### src/rtl/reg_context_seq.sv
// Context save/restore sequencer: owns the 8x8 register array while it copies R0..R7 to
// or from a fixed data-memory window; otherwise passes control-unit commands through.
//  state     | meaning
//  S_IDLE    | cpu_* passes through to the array, waiting for a request
//  S_SAVE    | cnt 0..7: Rcnt -> DM[BASE+cnt]
//  S_RESTORE | cnt 0..8: read DM[BASE+cnt], write back R(cnt-1) from DM_in
//  S_DONE    | one-cycle completion pulse, still busy
module reg_context_seq #(
   parameter logic [7:0] BASE_ADDR = 8'hF0
) (
   input  logic       clk,
   input  logic       rst,
   input  logic       save_req,
   input  logic       restore_req,
   input  logic [2:0] cpu_rn_sel,
   input  logic [1:0] cpu_ctrl,
   input  logic [2:0] cpu_s8,
   input  logic [7:0] rn_data,
   output logic [2:0] ra_rn_sel,
   output logic [1:0] ra_ctrl,
   output logic [2:0] ra_s8,
   output logic [7:0] dm_addr,
   output logic [7:0] dm_wdata,
   output logic       dm_we,
   output logic       dm_re,
   output logic       ctx_busy,
   output logic       ctx_done,
   output logic       cpu_stall
);

   typedef enum logic [1:0] {
      S_IDLE    = 2'd0,
      S_SAVE    = 2'd1,
      S_RESTORE = 2'd2,
      S_DONE    = 2'd3
   } state_t;

   state_t     state_q, state_d;
   logic [3:0] cnt_q, cnt_d;
   logic [3:0] cnt_m1;
   logic [7:0] win_addr;

   assign cnt_m1   = cnt_q - 4'd1;
   assign win_addr = BASE_ADDR + {5'b00000, cnt_q[2:0]};

   always_ff @(posedge clk) begin
      if (rst) begin
         state_q <= S_IDLE;
         cnt_q   <= 4'd0;
      end else begin
         state_q <= state_d;
         cnt_q   <= cnt_d;
      end
   end

   always_comb begin
      state_d = state_q;
      cnt_d   = cnt_q;
      case (state_q)
         S_IDLE: begin
            cnt_d = 4'd0;
            if (save_req)         state_d = S_SAVE;
            else if (restore_req) state_d = S_RESTORE;
         end
         S_SAVE: begin
            if (cnt_q == 4'd7) begin
               state_d = S_DONE;
               cnt_d   = 4'd0;
            end else begin
               cnt_d = cnt_q + 4'd1;
            end
         end
         S_RESTORE: begin
            if (cnt_q == 4'd8) begin
               state_d = S_DONE;
               cnt_d   = 4'd0;
            end else begin
               cnt_d = cnt_q + 4'd1;
            end
         end
         S_DONE: begin
            state_d = S_IDLE;
            cnt_d   = 4'd0;
         end
         default: begin
            state_d = S_IDLE;
            cnt_d   = 4'd0;
         end
      endcase
   end

   always_comb begin
      ra_rn_sel = cpu_rn_sel;
      ra_ctrl   = cpu_ctrl;
      ra_s8     = cpu_s8;
      dm_addr   = 8'h00;
      dm_wdata  = rn_data;
      dm_we     = 1'b0;
      dm_re     = 1'b0;
      ctx_busy  = 1'b0;
      ctx_done  = 1'b0;
      case (state_q)
         S_IDLE: ;
         S_SAVE: begin
            ra_rn_sel = cnt_q[2:0];
            ra_ctrl   = 2'b00;
            ra_s8     = 3'b000;
            dm_we     = 1'b1;
            dm_addr   = win_addr;
            ctx_busy  = 1'b1;
         end
         S_RESTORE: begin
            ra_rn_sel = 3'd0;
            ra_ctrl   = 2'b00;
            ra_s8     = 3'b100;
            ctx_busy  = 1'b1;
            if (cnt_q <= 4'd7) begin
               dm_re   = 1'b1;
               dm_addr = win_addr;
            end
            // Write-back trails the read by one cycle to match DM read latency.
            if (cnt_q >= 4'd1) begin
               ra_ctrl   = 2'b10;
               ra_rn_sel = cnt_m1[2:0];
            end
         end
         S_DONE: begin
            ra_rn_sel = 3'd0;
            ra_ctrl   = 2'b00;
            ra_s8     = 3'b000;
            ctx_busy  = 1'b1;
            ctx_done  = 1'b1;
         end
         default: ;
      endcase
      if (rst) ra_ctrl = 2'b00;
   end

   assign cpu_stall = ctx_busy;

endmodule

### config.mk
export PLATFORM = sky130hd
export DESIGN_NAME = reg_context_seq
export DESIGN_NICKNAME = d
export VERILOG_FILES = /design/src/rtl/reg_context_seq.sv
export SDC_FILE = /design/constraint.sdc
export NUM_CORES = 1
export LEC_CHECK = 0
export ABC_CLOCK_PERIOD_IN_PS = 1600
export CAP_MARGIN = 20
export CORE_ASPECT_RATIO = 0.6
export CORE_MARGIN = 1
export CORE_UTILIZATION = 31
export CTS_CLUSTER_SIZE = 14
export DETAILED_ROUTE_END_ITERATION = 8
export MAX_ROUTING_LAYER = met4
export PLACE_DENSITY_LB_ADDON = 0.25
export SLEW_MARGIN = 20
export SYNTH_ARGS = -nofsm -noshare
export SYNTH_HDL_FRONTEND = slang
export SYNTH_SLANG_ARGS = --single-unit
### constraint.sdc
create_clock -name clk -period 1.6 [get_ports clk]
set_input_delay 0.32 -clock clk [delete_from_list [all_inputs] [get_ports clk]]
set_output_delay 0.32 -clock clk [all_outputs]
set_load 0.01 [all_outputs]
After elaboration in Yosys (flattened, before gate mapping):

Cells that the tools add are included.

* bits in registers: 6
* bits in latches: 0
* bits in writable memories: 0
* memory bits (read-only): 0
* bits of input ports: 20
* output and inout bits: 29
* logic and storage cells: 41
* memories kept: 0

* add/sub/neg operators: 3
* multiply operators: 0
* div/mod/pow operators: 0
* $lt $le $gt $ge: 2
* equal/unequal tests: 8
* shifts and indexed selects: 0
* muxes and demuxes: 21
* bitwise logic cells: 0
* reductions and logical operators: 5

Operators by type and width (number)
* $pmux 8 s2: 1
* $mux 2: 6
* $pmux 4 s3: 1
* $pmux 3 s3: 1
* $mux 4: 2
* $mux 8: 1
* $pmux 2 s4: 1
* $add 5x4->6 const A: 1
* $pmux 3 s2: 1
* $mux 1: 5
* $add 4x1->4 const B: 1
* $eq 2x2->1 const B: 2
* $eq 4x3->1 const B: 1
* $eq 4x4->1 const B: 1
* $ge 4x1->1 const B: 1
* $le 4x3->1 const B: 1
* $ne 2x2->1 const B: 2
* $pmux 2 s2: 1
* $reduce_or 2->1: 2
* $mux 3: 1
* $ne 3x3->1 const B: 1
* $reduce_and 3->1: 1
* $reduce_or 3->1: 1
* $sub 3x1->3 const B: 1
* 2 further kinds: 2

Depth between registers and ports, before layout:

* word-level depth: 4
* gate-level depth with buffers: 7
* mapped depth without buffers: 5

Worst setup path after synthesis:

No wires, ideal clock.

* path kind: register to output
* start: register state_q[0]
* end: output dm_addr[5]
* arrival time: 1532 ps
* required time: 1280 ps
* setup slack: -252 ps
* cell stages (with the launch flop): 8
* buffers on the path: 2
* cells stage by stage: dfxtp_1 -> inv_1 -> ha_1 -> buf_6 -> nor2b_1 -> o21ai_0 -> inv_1 -> buf_4

* cells in the longest elaborated chain, start to end: 2
* elaborated cells on any way between the ends: 3
* classes of those cells: eq/ne (2); mux (1)

Ends and longest elaborated chain
* start: declaration: RTL line 38 `state_t state_q, state_d;`
* start signal: assignment: RTL line 51 `state_q <= state_d;`
* $eq 2x2->1 or $eq 2x1->1 (tied branches): RTL line 102 `case (state_q)`
* $pmux 8 s2 *: RTL line 102
* end: declaration: RTL line 22 `output logic [7:0] dm_addr,`

Mark *: on every way between the ends. The rest lies on a longest branch, timed or not.

Worst setup path in the final report:

* start: register cnt_q[1]
* end: output ra_rn_sel[1]

* cells in the longest elaborated chain, start to end: 3
* elaborated cells on any way between the ends: 4
* classes of those cells: add/sub (1); order compare (1); mux (2)

Ends and longest elaborated chain
* start: declaration: RTL line 39 `logic [3:0] cnt_q, cnt_d;`
* start signal: assignment: RTL line 52 `cnt_q <= cnt_d;`
* $ge 4x1->1 or $sub 3x1->3 (tied branches): RTL line 122, 43
* $mux 3: RTL line 122 `if (cnt_q >= 4'd1) begin`
* $pmux 3 s3 *: RTL line 102
* end: declaration: RTL line 19 `output logic [2:0] ra_rn_sel,`

Marks and branches as above.

==> summary.txt <==
Result of the run - finished, violations left
Failing checks - negative setup slack
Max Fclk - 0.485 GHz
Worst Clk Skew - 0.000991 ns
Worst-case vdd ir drop - 0.679 mV
CP Data Arrival Time - 1.74 ns
Most used standard cells in the synthesized netlist - buf_4, inv_1, ha_1, dfxtp_1, nor2_1
Post-synth top flop - dfxtp_1
Clock latency reported for the late side of the worst-skew pair - 0.22 ns
Maximum level of the CTS H-tree - 1
Leading post-synthesis cells by cell area - dfxtp_1, ha_1, buf_4
Class of the most critical hold timing path - reg -> reg
Minimum period implied by the final worst setup slack - 2.06 ns
Largest family of logic cells by synthesized area - simple AND/OR/NAND/NOR gates
Count of antenna-violating nets left after detailed routing - 0
Setup violation total in the final timing report - 18
Power Density - 1590 nW/µm²
Total leakage power - 0.620 nW
Final routed wirelength across all metal layers - 2450 µm
Number of buffers inserted by hold repair at cts - 0
Count of routing violations after the opening detailed-route iteration - 17
Total track usage - 21.5%
Most repeated cell in the gate-level netlist after synthesis - buf_4
Mean Syn Cell Area - 7.78 µm²
Arithmetic-cell share of the synthesized area counting full adders, half adders and majority gates - 14.6%
Placed Cells - 155
Number of max-cap violations - 0
Boundary Pins - 49
Critical Setup Path Class - reg -> out
Detailed-route via count - 824
Cell variety after synth - 31
Per-cell routed wire length - 14.4 µm
Routed vias/inst - 4.85
Required time of the worst setup path - 1.28 ns
Area added between synthesis and finish - 103%
Area after DPL - 1130 µm²
PnR worst setup slack - -0.461 ns
Number of search-and-repair iterations in the first detailed-routing pass - 4
Synth Area in Compound Gates - 16.5%
Count of synthesis-stage warnings from yosys - 0
Gr ovfl total - 0
Final max-slew violation count - 0
Root buf cell - clkbuf_8
Worst Hold Slack - 0.592 ns
Layout cells sized above 1 - 62.0%
Global-route wire length before repair - 3670 µm
Non-Filler Cell Area, Final - 1390 µm²
FFs w/ async S/R, synth - 0%
Total negative setup slack - -1.85 ns
Number of rows in the core area - 12
Placed wire-length estimate after detailed placement - 1670 µm
Simple logic cell fraction of the synthesized area - 25.4%
Number of enable flip-flop cells after synthesis - 0
Net count of the finished layout - 172
Port buffer count - 31
Count of unresolved DRC violations after routing - 0
Initial antenna violation count - 0
Setup repair after global routing missed its margin - yes
Fraction of synthesized cell area taken by the top area cell type - 17.6%
Std-Cell Core Area - 1970 µm²
#FFs+latches synth - 6
Clk slew on worst S/H paths - 0.03 ns
Setup crit end kind - primary output
Type of element launching the critical path - register
Final cycle utilization of the critical path - 129%
Setup Slack @ Placement - -0.529 ns
Share of synthesized area occupied by flip-flops and latches - 17.6%
Fraction of synthesized cell area in xor and xnor cells - 1.28%
Starting density of the core - 34.8%
Largest area contributor in the netlist - dfxtp_1
Chip Width - 62.7 µm
Die footprint - 2410 µm²
Total CTS buffers - 3
Die Span Y - 38.4 µm
Clock tree from TritonCTS - built
Mux share of post-synthesis cell area - 1.65%
Cells after Synth - 88
Pin count of the biggest net entering global routing - 8
Worst-path fanout max - 3
# diodes - 0
Synth Cell Area - 684 µm²
Post-Syn Nets - 116
Final Hold Viols - 0
Num Clock Sinks - 6
Routability congestion estimate from global placement - 0.868
Number of non-filler instances in the completed layout - 170
Buffer levels on the longest clock path - 2
Vias in the first global route - 760
==> routing by layer <==
metal | vias to the layer above | GRT usage [%] | part of all wire [%]
li1 | 398 | - | -
met3 | 9 | 5.06 | 6.7
met5 | - | - | 0
met4 | 0 | 11.6 | 2.0
met2 | 40 | 36.7 | 45
met1 | 377 | 24.4 | 46
==> layout by cell type (no fill, tap or decap), drive strengths merged <==
cell           instances
clkbuf                 5
nor2b                  3
nor2                   6
a41o                   1
a221oi                 1
and3                   1
a211oi                 1
a32o                   2
nand3b                 1
ha                     8
buf                   51
clkdlybuf4s15          2
o21ai                  4
nor3                   4
a32oi                  1
dfxtp                  6
nand4bb                2
inv                   11
nand2                  3
mux2                   1
a31oi                  2
xnor2                  1
nand2b                 1
or4b                   1
conb                   1
and2                   3
nand3                  4
o2111ai                1
clkdlybuf4s50         11
or2                    1
a21oi                  2
==> timing repair <==
action | CTS | global route
pin swaps | 16 | 7
setup endpoints to repair | 22 | 19
resized for setup | 100 | 17
setup buffers | 6 | 6
==> through the flow <==
stage	power, W	utilization [%]
final	0.00220	70.5
after global placement	0.00152	57.6
after detailed placement	0.00154	57.6
after floorplan	0.000911	-
after CTS	0.00199	65.0
after global routing	0.00234	70.5
==> area by class of cell <==
cell class | instances | area [µm²]
multi-input combinational | 56 | 579
inverter | 11 | 53.8
tap | 28 | 35.0
sequential | 6 | 130
clock buffer | 3 | 41.3
fill | 143 | 579
timing repair buffer | 66 | 548
==> kinds of logic (layout without fill, tap and decap cells) <==
kind of cell    Yosys count  count (layout)
fa+ha+maj                 8               8
mux                       1               1
xor+xnor                  1               1
compound gates           15              15
flops                     6               6
buf+inv                  26              80
other cells               1               1
simple gates             30              30
==> registers in the layout (all words and copies together) (netlist names) <==
name	count
cnt_q	4
state_q	2
==> critical path, stage by stage, from the launching register on <==
cell and delay (ns):
dfxtp_2 0.34, inv_4 0.05, ha_4 0.15, or4b_4 0.53, a32oi_2 0.25, o21ai_1 0.07
buf_2 0.13
==> power by group <==
part           total [W]  switching [W]  internal [W]
clock           0.000228      0.0000660      0.000162
sequential      0.000248      0.0000508      0.000197
combinational    0.00173       0.000756      0.000971
==> final timing paths <==
path,slack [ns],cells past startpoint,endpoint,start
setup / recovery,-0.46,6,ra_rn_sel[1],cnt_q[1]
hold / removal,0.59,2,cnt_q[0],cnt_q[0]
setup reg to reg,-0.05,6,state_q[1],state_q[0]
hold reg to reg,0.59,2,cnt_q[0],cnt_q[0]
Power figures use the tool's default switching activity.
